$ cat config.mk
export PLATFORM = sky130hd
export DESIGN_NAME = segment_load_controller
export DESIGN_NICKNAME = d
export VERILOG_FILES = /design/src/rtl/segment_pkg.sv /design/src/rtl/segment_descriptor_check.sv /design/src/rtl/segment_load_controller.sv
export SDC_FILE = /design/constraint.sdc
export NUM_CORES = 1
export LEC_CHECK = 0
export CORE_MARGIN = 8
export CORE_UTILIZATION = 30
export DETAILED_ROUTE_END_ITERATION = 16
export PLACE_DENSITY_LB_ADDON = 0.25
export SYNTH_ARGS = -nofsm -noshare
export SYNTH_HDL_FRONTEND = slang
export SYNTH_SLANG_ARGS = --single-unit
$ cat constraint.sdc
create_clock -name clock -period 3.8 [get_ports clock]
set_input_delay 0.95 -clock clock [delete_from_list [all_inputs] [get_ports clock]]
set_output_delay 0.95 -clock clock [all_outputs]
set_load 0.01 [all_outputs]
$ cat src/rtl/segment_pkg.sv
// Shared types for the segment-register load path: target index, fault codes,
// controller state encoding and the descriptor bit positions that VALIDATE inspects.
package segment_pkg;

    typedef enum logic [2:0] {
        SEG_ES = 3'd0,
        SEG_CS = 3'd1,
        SEG_SS = 3'd2,
        SEG_DS = 3'd3,
        SEG_FS = 3'd4,
        SEG_GS = 3'd5
    } seg_index_t;

    typedef enum logic [2:0] {
        FLT_NONE           = 3'd0,
        FLT_BAD_INDEX      = 3'd1,
        FLT_NULL_CS_SS     = 3'd2,
        FLT_LIMIT          = 3'd3,
        FLT_TYPE           = 3'd4,
        FLT_NOT_PRESENT    = 3'd5,
        FLT_SS_NOT_PRESENT = 3'd6
    } load_fault_t;

    typedef enum logic [2:0] {
        ST_IDLE,
        ST_CHECK,
        ST_REQ_LO,
        ST_WAIT_LO,
        ST_REQ_HI,
        ST_WAIT_HI,
        ST_VALIDATE,
        ST_DONE
    } load_state_t;

    localparam int DESC_S_BIT = 44;
    localparam int DESC_P_BIT = 47;

    // Null selector: index and TI both zero, RPL is don't-care.
    function automatic logic is_null_selector(input logic [15:0] sel);
        return (sel[15:2] == 14'd0);
    endfunction

endpackage

$ cat src/rtl/segment_descriptor_check.sv
// Combinational descriptor validation: system descriptors are rejected first,
// then not-present descriptors, with SS getting its own not-present code.
module segment_descriptor_check
    import segment_pkg::*;
(
    input  logic [2:0]  i_index,
    input  logic [63:0] i_descriptor,
    output logic        o_fault,
    output load_fault_t o_fault_code
);

    always_comb begin
        o_fault      = 1'b0;
        o_fault_code = FLT_NONE;
        if (!i_descriptor[DESC_S_BIT]) begin
            o_fault      = 1'b1;
            o_fault_code = FLT_TYPE;
        end else if (!i_descriptor[DESC_P_BIT]) begin
            o_fault = 1'b1;
            if (i_index == SEG_SS) begin
                o_fault_code = FLT_SS_NOT_PRESENT;
            end else begin
                o_fault_code = FLT_NOT_PRESENT;
            end
        end
    end

endmodule

$ cat src/rtl/segment_load_controller.sv
// Segment-register load sequencer: selector checks, two 32-bit descriptor reads,
// validation, then a one-cycle write/done pulse. One memory request outstanding at a time.
module segment_load_controller
    import segment_pkg::*;
#(
    parameter int ADDR_WIDTH  = 32,
    parameter int LIMIT_WIDTH = 16
) (
    input  logic                   clock,
    input  logic                   reset,
    input  logic                   load_valid,
    output logic                   load_ready,
    input  logic [2:0]             load_index,
    input  logic [15:0]            load_selector,
    input  logic [ADDR_WIDTH-1:0]  gdtr_base,
    input  logic [LIMIT_WIDTH-1:0] gdtr_limit,
    input  logic [ADDR_WIDTH-1:0]  ldtr_base,
    input  logic [LIMIT_WIDTH-1:0] ldtr_limit,
    output logic                   mem_req_valid,
    input  logic                   mem_req_ready,
    output logic [ADDR_WIDTH-1:0]  mem_req_address,
    input  logic                   mem_rsp_valid,
    input  logic [31:0]            mem_rsp_data,
    output logic                   write_enable,
    output logic [2:0]             write_index,
    output logic [15:0]            write_selector,
    output logic [63:0]            write_descriptor,
    output logic                   done_valid,
    output logic                   fault,
    output logic [2:0]             fault_code
);

    localparam int CW = (LIMIT_WIDTH > 16) ? LIMIT_WIDTH : 16;

    load_state_t           r_state;
    logic [2:0]            r_index;
    logic [15:0]           r_selector;
    logic [63:0]           r_desc;
    logic                  r_load_ready;
    logic                  r_mem_req_valid;
    logic [ADDR_WIDTH-1:0] r_mem_req_address;
    logic                  r_write_enable;
    logic [2:0]            r_write_index;
    logic [15:0]           r_write_selector;
    logic [63:0]           r_write_descriptor;
    logic                  r_done_valid;
    logic                  r_fault;
    logic [2:0]            r_fault_code;

    logic                   w_null_sel;
    logic [ADDR_WIDTH-1:0]  w_base;
    logic [LIMIT_WIDTH-1:0] w_limit;
    logic [CW-1:0]          w_entry_end;
    logic [CW-1:0]          w_limit_ext;
    logic [ADDR_WIDTH-1:0]  w_offset;
    logic                   w_chk_fault;
    load_fault_t            w_chk_code;

    assign w_null_sel  = is_null_selector(r_selector);
    assign w_base      = r_selector[2] ? ldtr_base  : gdtr_base;
    assign w_limit     = r_selector[2] ? ldtr_limit : gdtr_limit;
    // Last byte of the 8-byte entry must lie within the table limit.
    assign w_entry_end = CW'({r_selector[15:3], 3'b111});
    assign w_limit_ext = CW'(w_limit);
    assign w_offset    = ADDR_WIDTH'({r_selector[15:3], 3'b000});

    segment_descriptor_check u_check (
        .i_index      (r_index),
        .i_descriptor (r_desc),
        .o_fault      (w_chk_fault),
        .o_fault_code (w_chk_code)
    );

    always_ff @(posedge clock) begin
        if (!reset) begin
            r_state            <= ST_IDLE;
            r_index            <= '0;
            r_selector         <= '0;
            r_desc             <= '0;
            r_load_ready       <= 1'b1;
            r_mem_req_valid    <= 1'b0;
            r_mem_req_address  <= '0;
            r_write_enable     <= 1'b0;
            r_write_index      <= '0;
            r_write_selector   <= '0;
            r_write_descriptor <= '0;
            r_done_valid       <= 1'b0;
            r_fault            <= 1'b0;
            r_fault_code       <= '0;
        end else begin
            case (r_state)
                ST_IDLE: begin
                    if (load_valid) begin
                        r_index      <= load_index;
                        r_selector   <= load_selector;
                        r_desc       <= '0;
                        r_load_ready <= 1'b0;
                        r_state      <= ST_CHECK;
                    end
                end
                ST_CHECK: begin
                    if (r_index > SEG_GS) begin
                        r_done_valid <= 1'b1;
                        r_fault      <= 1'b1;
                        r_fault_code <= FLT_BAD_INDEX;
                        r_state      <= ST_DONE;
                    end else if (w_null_sel && (r_index == SEG_CS || r_index == SEG_SS)) begin
                        r_done_valid <= 1'b1;
                        r_fault      <= 1'b1;
                        r_fault_code <= FLT_NULL_CS_SS;
                        r_state      <= ST_DONE;
                    end else if (w_null_sel) begin
                        r_done_valid       <= 1'b1;
                        r_write_enable     <= 1'b1;
                        r_write_index      <= r_index;
                        r_write_selector   <= r_selector;
                        r_write_descriptor <= '0;
                        r_state            <= ST_DONE;
                    end else if (w_entry_end > w_limit_ext) begin
                        r_done_valid <= 1'b1;
                        r_fault      <= 1'b1;
                        r_fault_code <= FLT_LIMIT;
                        r_state      <= ST_DONE;
                    end else begin
                        r_mem_req_valid   <= 1'b1;
                        r_mem_req_address <= w_base + w_offset;
                        r_state           <= ST_REQ_LO;
                    end
                end
                ST_REQ_LO: begin
                    if (mem_req_ready) begin
                        r_mem_req_valid <= 1'b0;
                        r_state         <= ST_WAIT_LO;
                    end
                end
                ST_WAIT_LO: begin
                    if (mem_rsp_valid) begin
                        r_desc[31:0]      <= mem_rsp_data;
                        r_mem_req_valid   <= 1'b1;
                        r_mem_req_address <= r_mem_req_address + ADDR_WIDTH'(4);
                        r_state           <= ST_REQ_HI;
                    end
                end
                ST_REQ_HI: begin
                    if (mem_req_ready) begin
                        r_mem_req_valid <= 1'b0;
                        r_state         <= ST_WAIT_HI;
                    end
                end
                ST_WAIT_HI: begin
                    if (mem_rsp_valid) begin
                        r_desc[63:32] <= mem_rsp_data;
                        r_state       <= ST_VALIDATE;
                    end
                end
                ST_VALIDATE: begin
                    r_done_valid <= 1'b1;
                    r_fault      <= w_chk_fault;
                    r_fault_code <= w_chk_code;
                    if (!w_chk_fault) begin
                        r_write_enable     <= 1'b1;
                        r_write_index      <= r_index;
                        r_write_selector   <= r_selector;
                        r_write_descriptor <= r_desc;
                    end
                    r_state <= ST_DONE;
                end
                default: begin
                    r_done_valid       <= 1'b0;
                    r_fault            <= 1'b0;
                    r_fault_code       <= '0;
                    r_write_enable     <= 1'b0;
                    r_write_index      <= '0;
                    r_write_selector   <= '0;
                    r_write_descriptor <= '0;
                    r_load_ready       <= 1'b1;
                    r_state            <= ST_IDLE;
                end
            endcase
        end
    end

    assign load_ready       = r_load_ready;
    assign mem_req_valid    = r_mem_req_valid;
    assign mem_req_address  = r_mem_req_address;
    assign write_enable     = r_write_enable;
    assign write_index      = r_write_index;
    assign write_selector   = r_write_selector;
    assign write_descriptor = r_write_descriptor;
    assign done_valid       = r_done_valid;
    assign fault            = r_fault;
    assign fault_code       = r_fault_code;

endmodule

==> run metrics <==
status=finished, final reports clean; GR Util met1=23.5%; DPL Wire Length=26.9 mm; most area-consuming cells after synthesis=dfxtp_1 (40%), a21oi_1 (10%), nand2_1 (8.2%); post-route ant nets=0; Synth cell types=74; Maximum Capacitance Violations=0; first-pass GRT wire length=59.2 mm; post-cts sizing count=0; Port Buf Inserts=274; CTS max path bufs=3; CTS buffer count=25; final core occ=42.3%; antenna violations before repair=0; worst hold slack=447 ps; clock skew=10.1 ps; Worst VDD drop=0.291 mV; drt via density=5.14; period utilisation layout=89.8%; gr busiest metal=met2; vias=10,500; CTS clk-pin slew, worst paths=60 ps; Synth area leader=dfxtp_1; vias in the first global route=10,393; Max stage delay on crit path=730 ps; worst r2r path cells=12; power density cells=537 nW/um2; total die area=40,700 um2; Die Y=202 um; Final min period=3410 ps; share of layout cells above drive strength 1=7.43%; IO Count=275; Setup Buffers After CTS=0; Die Wd=202 um; leakage=4.93 nW; grt total ovfl=0; Async S/R FF share, synth=0%; largest net degree at the start of global routing=110; Hold Fails Final Rpt=0; CP Cell Sequence=buf_4 -> mux2_2 -> ha_1 -> o211ai_1 -> o211ai_1 -> nand2_1 -> a21oi_1 -> buf_4 -> o21ai_0 -> nor3_1 -> xor2_1 -> o221ai_1; crit path DAT=3800 ps; most instantiated library cell after synthesis=nand2_1; RSZ-0062 raised after global routing=false; Cells after Synth=1,327; met3 Use GR=4.61%; Final TNS setup=0 ps; crit path max-delay cell type=dfxtp_2; crit-path max FO=25; Max H-tree Level=1; met2 Track Usage GR=27.5%; synth warn=0; Post-synth EDFFs=0; number of remaining DRC errors=0; # rows=68; hold path depth=2; CTS root buffer=clkbuf_16; Ant. Diodes=0; ys flop type=dfxtp_1; crit path kind=flip-flop to flip-flop; relative slew slack=51.2%; DR iter-0 viols=700; Max Slew Vio Count=0; RePlAce Congestion=0.817; crit path capture type=flip-flop; Pre-antenna DRT Iters=5; sequential share of the synthesized area=40.4%; Req. time, crit path=4180 ps; Mapped Nets=1,507; Final Setup Violations=0; fmax=293 MHz; area of the mapped netlist=10,400 um2; startpoint class of the critical path=flip-flop; fillcell total=3,469; final WL=37.3 mm; top cell type's share of synthesized area=40.4%; Synth top cells by count=nand2_1 (227), dfxtp_1 (209), a21oi_1 (207); GRT Total Usage=17.5%; Seq cells post-synth=209; worst hold-check path type=flip-flop to flip-flop; WL/cell=18.3 um; Avg Inst Size Synth=7.81 um2; Worst-Skew Late Latency=520 ps; CTS tree=built; initial core utilization=30.2%; final net count=1,750; hold buffers post-CTS=0; CORE AREA=34,300 um2; Clock Sinks=209; worst slew pin tran=732 ps; area grow syn2layout=40.0%
kinds of logic (layout without fill, tap and decap cells):
logic type	after synthesis	in the layout	synth area share (%)
multiplexers	39	39	3.94
AND/OR/NAND/NOR	541	541	24.1
buffers and inverters	115	377	4.42
flip-flops	209	209	40.4
adder cells (fa/ha/maj)	28	28	3.45
AO/OA/AOI/OAI	366	366	21.2
XOR/XNOR	29	29	2.45
layout make-up:
class                      instances  area, um2  share of cell area, %
clock inverter                    11        145                   1.00
timing repair buffer             313       3070                   21.2
multi-input combinational       1003       5770                   39.8
inverter                          18       72.6                  0.500
sequential                       209       4190                   28.8
tap                              455        569                   3.92
clock buffer                      35        693                   4.78
registers in the layout, summed over array words and instances, names as in the netlist:
name              flops
r_desc               64
write_descriptor     64
mem_req_address      32
r_selector           16
write_selector       16
fault_code            3
r_index               3
r_state               3
write_index           3
done_valid            1
fault                 1
load_ready            1
mem_req_valid         1
write_enable          1
through the flow:
step	power (mW)	cell area, um2	cells	worst slack, ps
global route	8.25	14500	2044	94.3
CTS	7.88	14500	2044	374
floorplan	4.24	10400	1327	37.1
finish	7.80	14500	2044	388
detailed placement	5.42	13700	1998	-41.1
global placement	5.38	13700	1998	27.4
report_power, final:
part / total (mW) / internal [mW] / leakage [nW] / switching [mW]
clock network: 2.43 / 1.48 / 0.413 / 0.950
logic: 2.65 / 1.07 / 2.83 / 1.58
registers: 2.72 / 2.39 / 1.69 / 0.325
critical path, delay by kind of cell, from the launching register on:
| kind | cells | cell delay [ps] |
|---|---|---|
| AO/OA/AOI/OAI | 5 | 760 |
| flip-flops | 1 | 730 |
| XOR/XNOR | 1 | 220 |
| AND/OR/NAND/NOR | 2 | 390 |
| buffers and inverters | 2 | 450 |
| multiplexers | 1 | 360 |
| adder cells (fa/ha/maj) | 1 | 360 |
routing by layer:
layer | up-vias | routed length [um]
met5 | - | 0
met4 | 0 | 926
met3 | 45 | 2730
met2 | 318 | 16600
met1 | 4914 | 17100
li1 | 5223 | -
placed cells by master, fill, tap and decap left out, drive strengths merged, types with 13 or more instances in the layout:
master	n
a21oi	209
a22oi	21
buf	39
clkbuf	35
clkdlybuf4s50	274
dfxtp	209
ha	27
inv	19
mux2	14
mux2i	25
nand2	230
nand3	154
nor2	74
nor3	13
o21ai	47
xnor2	17
final timing paths:
kind / from / end / slack, ps
hold reg to reg: write_descriptor[27] / write_descriptor[27] / 450
setup reg to reg: r_selector[2] / mem_req_address[24] / 390
hold / removal: write_descriptor[27] / write_descriptor[27] / 450
setup / recovery: r_selector[2] / mem_req_address[24] / 390
(Power assumes the default switching activity.)
